### src/rtl/lfsr_pattern_gen.sv
// LBIST pattern source: loadable-polynomial LFSR (Fibonacci or Galois) with a counted run and start/busy/done handshake.
// Optional all-zero lockup recovery is compiled in with LFSR_LOCKUP_GUARD_EN.
module lfsr_pattern_gen #(
    parameter int             BITS     = 8,
    parameter int             CNT_W    = 16,
    parameter int             GALOIS   = 0,
    parameter logic [BITS-1:0] DEF_POLY = 8'hB8,
    parameter logic [BITS-1:0] DEF_SEED = 8'h01
) (
    input  logic             clk,
    input  logic             rst,
    input  logic             load_en,
    input  logic [BITS-1:0]  poly_in,
    input  logic [BITS-1:0]  seed_in,
    input  logic [CNT_W-1:0] num_patterns,
    input  logic             start,
    input  logic             stop,
    output logic             busy,
    output logic             valid,
    output logic [BITS-1:0]  pattern,
    output logic             done,
    output logic             wrap,
    output logic             lockup
);

    typedef enum logic [1:0] {IDLE, RUN, DONE} state_t;

    localparam logic [CNT_W-1:0] CNT_ONE = {{(CNT_W-1){1'b0}}, 1'b1};

    state_t            state_q, state_d;
    logic [BITS-1:0]   poly_q, poly_d;
    logic [BITS-1:0]   seed_q, seed_d;
    logic [BITS-1:0]   pattern_q, pattern_d;
    logic [CNT_W-1:0]  cnt_q, cnt_d;
    logic [CNT_W-1:0]  n_q, n_d;
    logic              busy_q, busy_d;
    logic              valid_q, valid_d;
    logic              done_q, done_d;

    logic [BITS-1:0]   step;
    logic [BITS-1:0]   advance;
    logic              zero_hit;

    generate
        if (GALOIS != 0) begin : g_galois
            assign step = {1'b0, pattern_q[BITS-1:1]} ^ ({BITS{pattern_q[0]}} & poly_q);
        end else begin : g_fib
            logic fb;
            assign fb   = ^(poly_q & pattern_q);
            assign step = {fb, pattern_q[BITS-1:1]};
        end
    endgenerate

`ifdef LFSR_LOCKUP_GUARD_EN
    // An all-zero state is a dead end for XOR feedback; restart from the seed instead.
    assign zero_hit = (state_q == RUN) && (pattern_q == '0);
    assign advance  = zero_hit ? seed_q : step;
`else
    assign zero_hit = 1'b0;
    assign advance  = step;
`endif

    always_comb begin
        state_d   = state_q;
        poly_d    = poly_q;
        seed_d    = seed_q;
        pattern_d = pattern_q;
        cnt_d     = cnt_q;
        n_d       = n_q;
        case (state_q)
            IDLE: begin
                if (load_en) begin
                    poly_d    = poly_in;
                    seed_d    = seed_in;
                    pattern_d = seed_in;
                end
                if (start) begin
                    state_d   = RUN;
                    pattern_d = load_en ? seed_in : seed_q;
                    cnt_d     = '0;
                    n_d       = num_patterns;
                end
            end
            RUN: begin
                // Abort wins over count completion and freezes the pattern.
                if (stop) begin
                    state_d = IDLE;
                end else begin
                    pattern_d = advance;
                    cnt_d     = cnt_q + CNT_ONE;
                    if ((n_q != '0) && (cnt_q == n_q - CNT_ONE)) begin
                        state_d = DONE;
                    end
                end
            end
            DONE:    state_d = IDLE;
            default: state_d = IDLE;
        endcase
        busy_d  = (state_d != IDLE);
        valid_d = (state_d == RUN);
        done_d  = (state_d == DONE);
    end

    always_ff @(posedge clk or posedge rst) begin
        if (rst) begin
            state_q   <= IDLE;
            poly_q    <= DEF_POLY;
            seed_q    <= DEF_SEED;
            pattern_q <= DEF_SEED;
            cnt_q     <= '0;
            n_q       <= '0;
            busy_q    <= 1'b0;
            valid_q   <= 1'b0;
            done_q    <= 1'b0;
        end else begin
            state_q   <= state_d;
            poly_q    <= poly_d;
            seed_q    <= seed_d;
            pattern_q <= pattern_d;
            cnt_q     <= cnt_d;
            n_q       <= n_d;
            busy_q    <= busy_d;
            valid_q   <= valid_d;
            done_q    <= done_d;
        end
    end

    assign busy    = busy_q;
    assign valid   = valid_q;
    assign done    = done_q;
    assign pattern = pattern_q;
    assign wrap    = (state_q == RUN) && (step == seed_q);
    assign lockup  = zero_hit;

endmodule

### config.mk
export PLATFORM = sky130hd
export DESIGN_NAME = lfsr_pattern_gen
export DESIGN_NICKNAME = d
export VERILOG_FILES = /design/src/rtl/lfsr_pattern_gen.sv
export SDC_FILE = /design/constraint.sdc
export NUM_CORES = 1
export LEC_CHECK = 0
export CAP_MARGIN = 20
export CORE_UTILIZATION = 31
export CTS_BUF_LIST = sky130_fd_sc_hd__clkbuf_8 sky130_fd_sc_hd__clkbuf_16
export DETAILED_ROUTE_END_ITERATION = 10
export GPL_TIMING_DRIVEN = 0
export MAX_ROUTING_LAYER = met4
export PLACE_DENSITY = 0.53
export SYNTH_ARGS = -nofsm -noshare
export SYNTH_HDL_FRONTEND = slang
export SYNTH_SLANG_ARGS = --single-unit
export TNS_END_PERCENT = 5
### constraint.sdc
create_clock -name clk -period 3.5 [get_ports clk]
set_clock_uncertainty 0.2 [all_clocks]
set_input_delay 0.7 -clock clk [delete_from_list [all_inputs] [get_ports clk]]
set_output_delay 0.7 -clock clk [all_outputs]
set_load 0.03 [all_outputs]
Yosys cells after proc, flatten, opt, wreduce, memory -nomap -nowiden. Cells that the tools add are included.

Equality and inequality tests: 8. Add/sub/neg operators: 2. Bitwise operators: 1. Mux-type cells: 12. Reductions and logical operators: 11.

Operators with widths (count): 16-bit two-way mux (2); 8-bit two-way mux (4); 16-bit one-hot mux with 2 select lines (1); 16-bit by 1-bit adder with 16-bit output, second input constant (1); 16-bit equality test (1); 8-bit one-hot mux with 2 select lines (1); 16-bit nonzero test (1); 16-bit by 1-bit subtractor with 16-bit output, second input constant (1); 8-bit AND (1); 8-bit equality test (1); 8-bit parity (1); 2-bit two-way mux (3); 3-bit AND reduction (2); 2-bit by 1-bit equality test with 1-bit output, second input constant (2); 2-bit inequality test, second input constant (2); 2-bit one-hot mux with 2 select lines (1); 2-bit AND reduction (2); 2-bit nonzero test (2); 3-bit inequality test, second input constant (1); 2-bit equality test, second input constant (1); 1-bit logical AND (2); 2-bit logical NOT (1).

Register bits: 61. Word-level logic and storage cells: 43.

Logic depth before layout (Yosys ltp).
Depth in word-level cells: 7. Mapped depth: 9. Depth with buffers taken out: 8.

Least setup slack after synthesis. No wires, ideal clock.

Kind: register -> output. From: reg pattern_q[0], in the netlist pattern[0]. To: out wrap. Path slack: 0.657 ns. Stages on the path, launching flop included: 7. Arrival time: 1.943 ns. Data required time: 2.600 ns. Cells stage by stage: dfstp_2 > nand2_1 > xor2_1 > xnor2_1 > xnor2_1 > xnor2_1 > nor3_1.

Longest elaborated chain between the ends: 4.

RTL lines: start: declaration (RTL line 33) `logic [BITS-1:0] pattern_q, pattern_d;`; start signal: assignment (RTL line 119) `pattern_q <= pattern_d;`; 8-bit AND (RTL line 49) `assign fb = ^(poly_q & pattern_q);`; 8-bit parity (RTL line 49); 8-bit equality test (RTL line 132) `assign wrap = (state_q == RUN) && (step == seed_q);`; 1-bit logical AND (RTL line 132); end: declaration (RTL line 22) `output logic wrap,`.

Every way passes these cells.

Worst setup path after layout.
From: reg poly_q[5]. To: out wrap.

Longest elaborated chain between the ends: 4.

RTL lines: start: declaration (RTL line 31) `logic [BITS-1:0] poly_q, poly_d;`; start signal: assignment (RTL line 117) `poly_q <= poly_d;`; 8-bit AND (RTL line 49); 8-bit parity (RTL line 49); 8-bit equality test (RTL line 132); 1-bit logical AND (RTL line 132).

Every way passes these cells.

==> qor.yml <==
start_util_pct: 31.74
mostFrequentLayoutCell: "dfrtp_1"
cp_cell_sequence: "nand2_1 -> xnor2_1 -> xnor2_1 -> xnor2_1 -> xnor2_1 -> nor3_1 -> dlygate4sd2_1"
final_cell_mix: "55 x dfrtp_1, 47 x clkdlybuf4s50_1, 39 x nor2_1"
tritoncts: "yes"
hpwl_um: 5806
dpl_cell_area_sq_mm: 0.004111
wl_per_cell_um: 14.24
crit_top_cell: "xnor2_1"
total_power_mw: 2.464
worst-path-stages: 7
yosysSeqAreaShare_pct: 44.78
htree_levels: 3
slew_violations: 0
antenna_found_initial: 0
ios: 50
syn_area_sq_mm: 0.003426
cp_max_fo: 2
cp.arrival_ps: 2260
chipHeight_um: 107.1
drt-vias-per-instance: 4.715
cts_made_buffers: 9
dieArea_sq_mm: 0.01148
tightest_slew_ps: 769.1
syn_inst: 334
grt_first_pass_wirelength_um: 12910
worst-path-buf-inv: 1
nNetsFinal: 435
slowest_delay_ps: 530
crit_required_ps: 2600
rsz0062_at_grt: "no"
whs_ps: 291.7
clock-root-buffer: "clkbuf_8"
first_pass_iters: 5
routed-via-count: 2551
first_global_vias: 2556
numClockSinks: 61
finalSetupViolations: 0
drc_errors: 0
cts_buffer_depth: 2
core_area_sq_mm: 0.01079
dpl.cell_count: 525
track_usage_pct: 15.26
drive_gt1_share_pct: 18.45
synth_cell_type_count: 51
gp_congestion: 0.8534
synth_edf_count: 0
crit_family: "XOR/XNOR gates"
instances_no_fill: 541
timing.fmax_ghz: 0.3161
core.rowCount: 38
design_area_sq_mm: 0.004323
syn_nets: 373
peakVddDrop_mv: 0.2885
wl_um: 7704
slowest_stage: "dfstp_2"
grt.overflow.total: 0
reg2reg_depth: 9
diodes: 0
min_path_cells: 2
tns_ps: 0
end_kind: "primary output"
min_path_type: "flop to flop"
ys_seq_elements: 61
area_growth_pct: 26.19
clkTransAtPathRegs_ps: 70
ant_nets: 0
synth-main-ff-cell: "dfrtp_1"
setup_ws_ps: 336.6
post-route-min-period_ps: 3163
pre_cts_ws_ps: 145.1
fill_cells: 1079
portBuffers: 48
ctsHoldBuffers: 0
die_w_um: 107.1
first_iter_violations: 110
synth-async-reset-ratio_pct: 100.0
startpoint_type: "flop"
relSlewSlack_pct: 48.00
hold_viol_final: 0
maxCapViolCount: 0
synth.avg_cell_area_sq_um: 10.26
final_util_pct: 40.05
crit_type: "flop to primary output"
pwr_density_cell_mw_per_mm2: 570.0
grt_max_degree: 34
yosysWarningCount: 0
worstSkewPairLatency_ps: 340
outcome: "complete, no violations"
period_share_pct: 90.38
p_leak_nw: 1.737
flip-flops by register name (all words and copies together), names as in the netlist:
name,flops
busy,1
cnt_q,16
done,1
n_q,16
pattern,8
poly_q,8
seed_q,8
state_q,2
valid,1
cells by family (layout without fill, tap and decap cells):
family / Yosys count / count (layout) / synth area share (%)
adder cells (fa/ha/maj): 2 / 2 / 0.7303
multiplexers: 42 / 42 / 13.51
buffers and inverters: 23 / 90 / 3.470
flip-flops: 61 / 61 / 44.78
XOR/XNOR: 50 / 50 / 12.78
AO/OA/AOI/OAI: 41 / 41 / 8.109
AND/OR/NAND/NOR: 114 / 114 / 16.51
other: 1 / 1 / 0.1095
Yosys cell counts, types with 3 or more instances:
master	instances	area, sq um
a21oi_1	11	55.05
clkbuf_1	12	45.04
dfrtp_1	55	1376
dfstp_2	6	157.7
inv_1	6	22.52
mux2_2	30	337.8
mux2i_1	11	110.1
nand2_1	28	105.1
nand3_1	12	60.06
nand4_1	8	50.05
nor2_1	39	146.4
nor3_1	5	25.02
o21ai_0	14	70.07
or4_4	3	33.78
xnor2_1	35	306.5
xor2_1	15	131.4
layout make-up:
| class | count | area [sq um] | area share (%) |
|---|---|---|---|
| Sequential cell | 61 | 1534 | 35.48 |
| Buffer | 17 | 98.84 | 2.287 |
| Tap cell | 140 | 175.2 | 4.052 |
| Inverter | 6 | 22.52 | 0.5210 |
| Clock inverter | 4 | 45.04 | 1.042 |
| Multi-Input combinational cell | 250 | 1773 | 41.01 |
| Clock buffer | 12 | 165.2 | 3.821 |
| Timing Repair Buffer | 51 | 509.2 | 11.78 |
worst reg2reg max path, stage by stage (launching register included):
cell and delay (ps):
dfrtp_1 430, inv_1 100, ha_1 150, buf_2 190
or4b_1 540, nor3_1 220, xnor2_1 160, a32oi_1 70
or4_4 570, o21a_1 220
report_power, final:
part | switching, mW | internal (mW) | total, mW
combinational | 0.395 | 0.406 | 0.801
clock | 0.277 | 0.383 | 0.661
sequential | 0.155 | 0.847 | 1.00
layer usage:
metal  up-vias  routed length (um)  GRT usage, %  share of wire (%)
li1       1279                   -             -                  -
met1      1224                3917         21.06                 51
met2        37                3368         21.80                 44
met3        11                 240         2.128                3.1
met4         0                 178         7.632                2.3
met5         -                   0             -                  0
final timing paths:
path	to	start	slack, ps
hold reg to reg	pattern[0]	pattern[0]	290
setup / recovery	wrap	poly_q[5]	340
max in group asynchronous	poly_q[4]	rst	1860
min in group asynchronous	valid	rst	560
setup reg to reg	valid	n_q[0]	540
hold / removal	pattern[0]	pattern[0]	290
timing repair:
action / CTS / global route
buffers inserted: 0 / 0
gates resized for setup: 3 / 0
setup endpoints to repair: 1 / 0
Note: power is estimated with default switching activity, not from simulation.
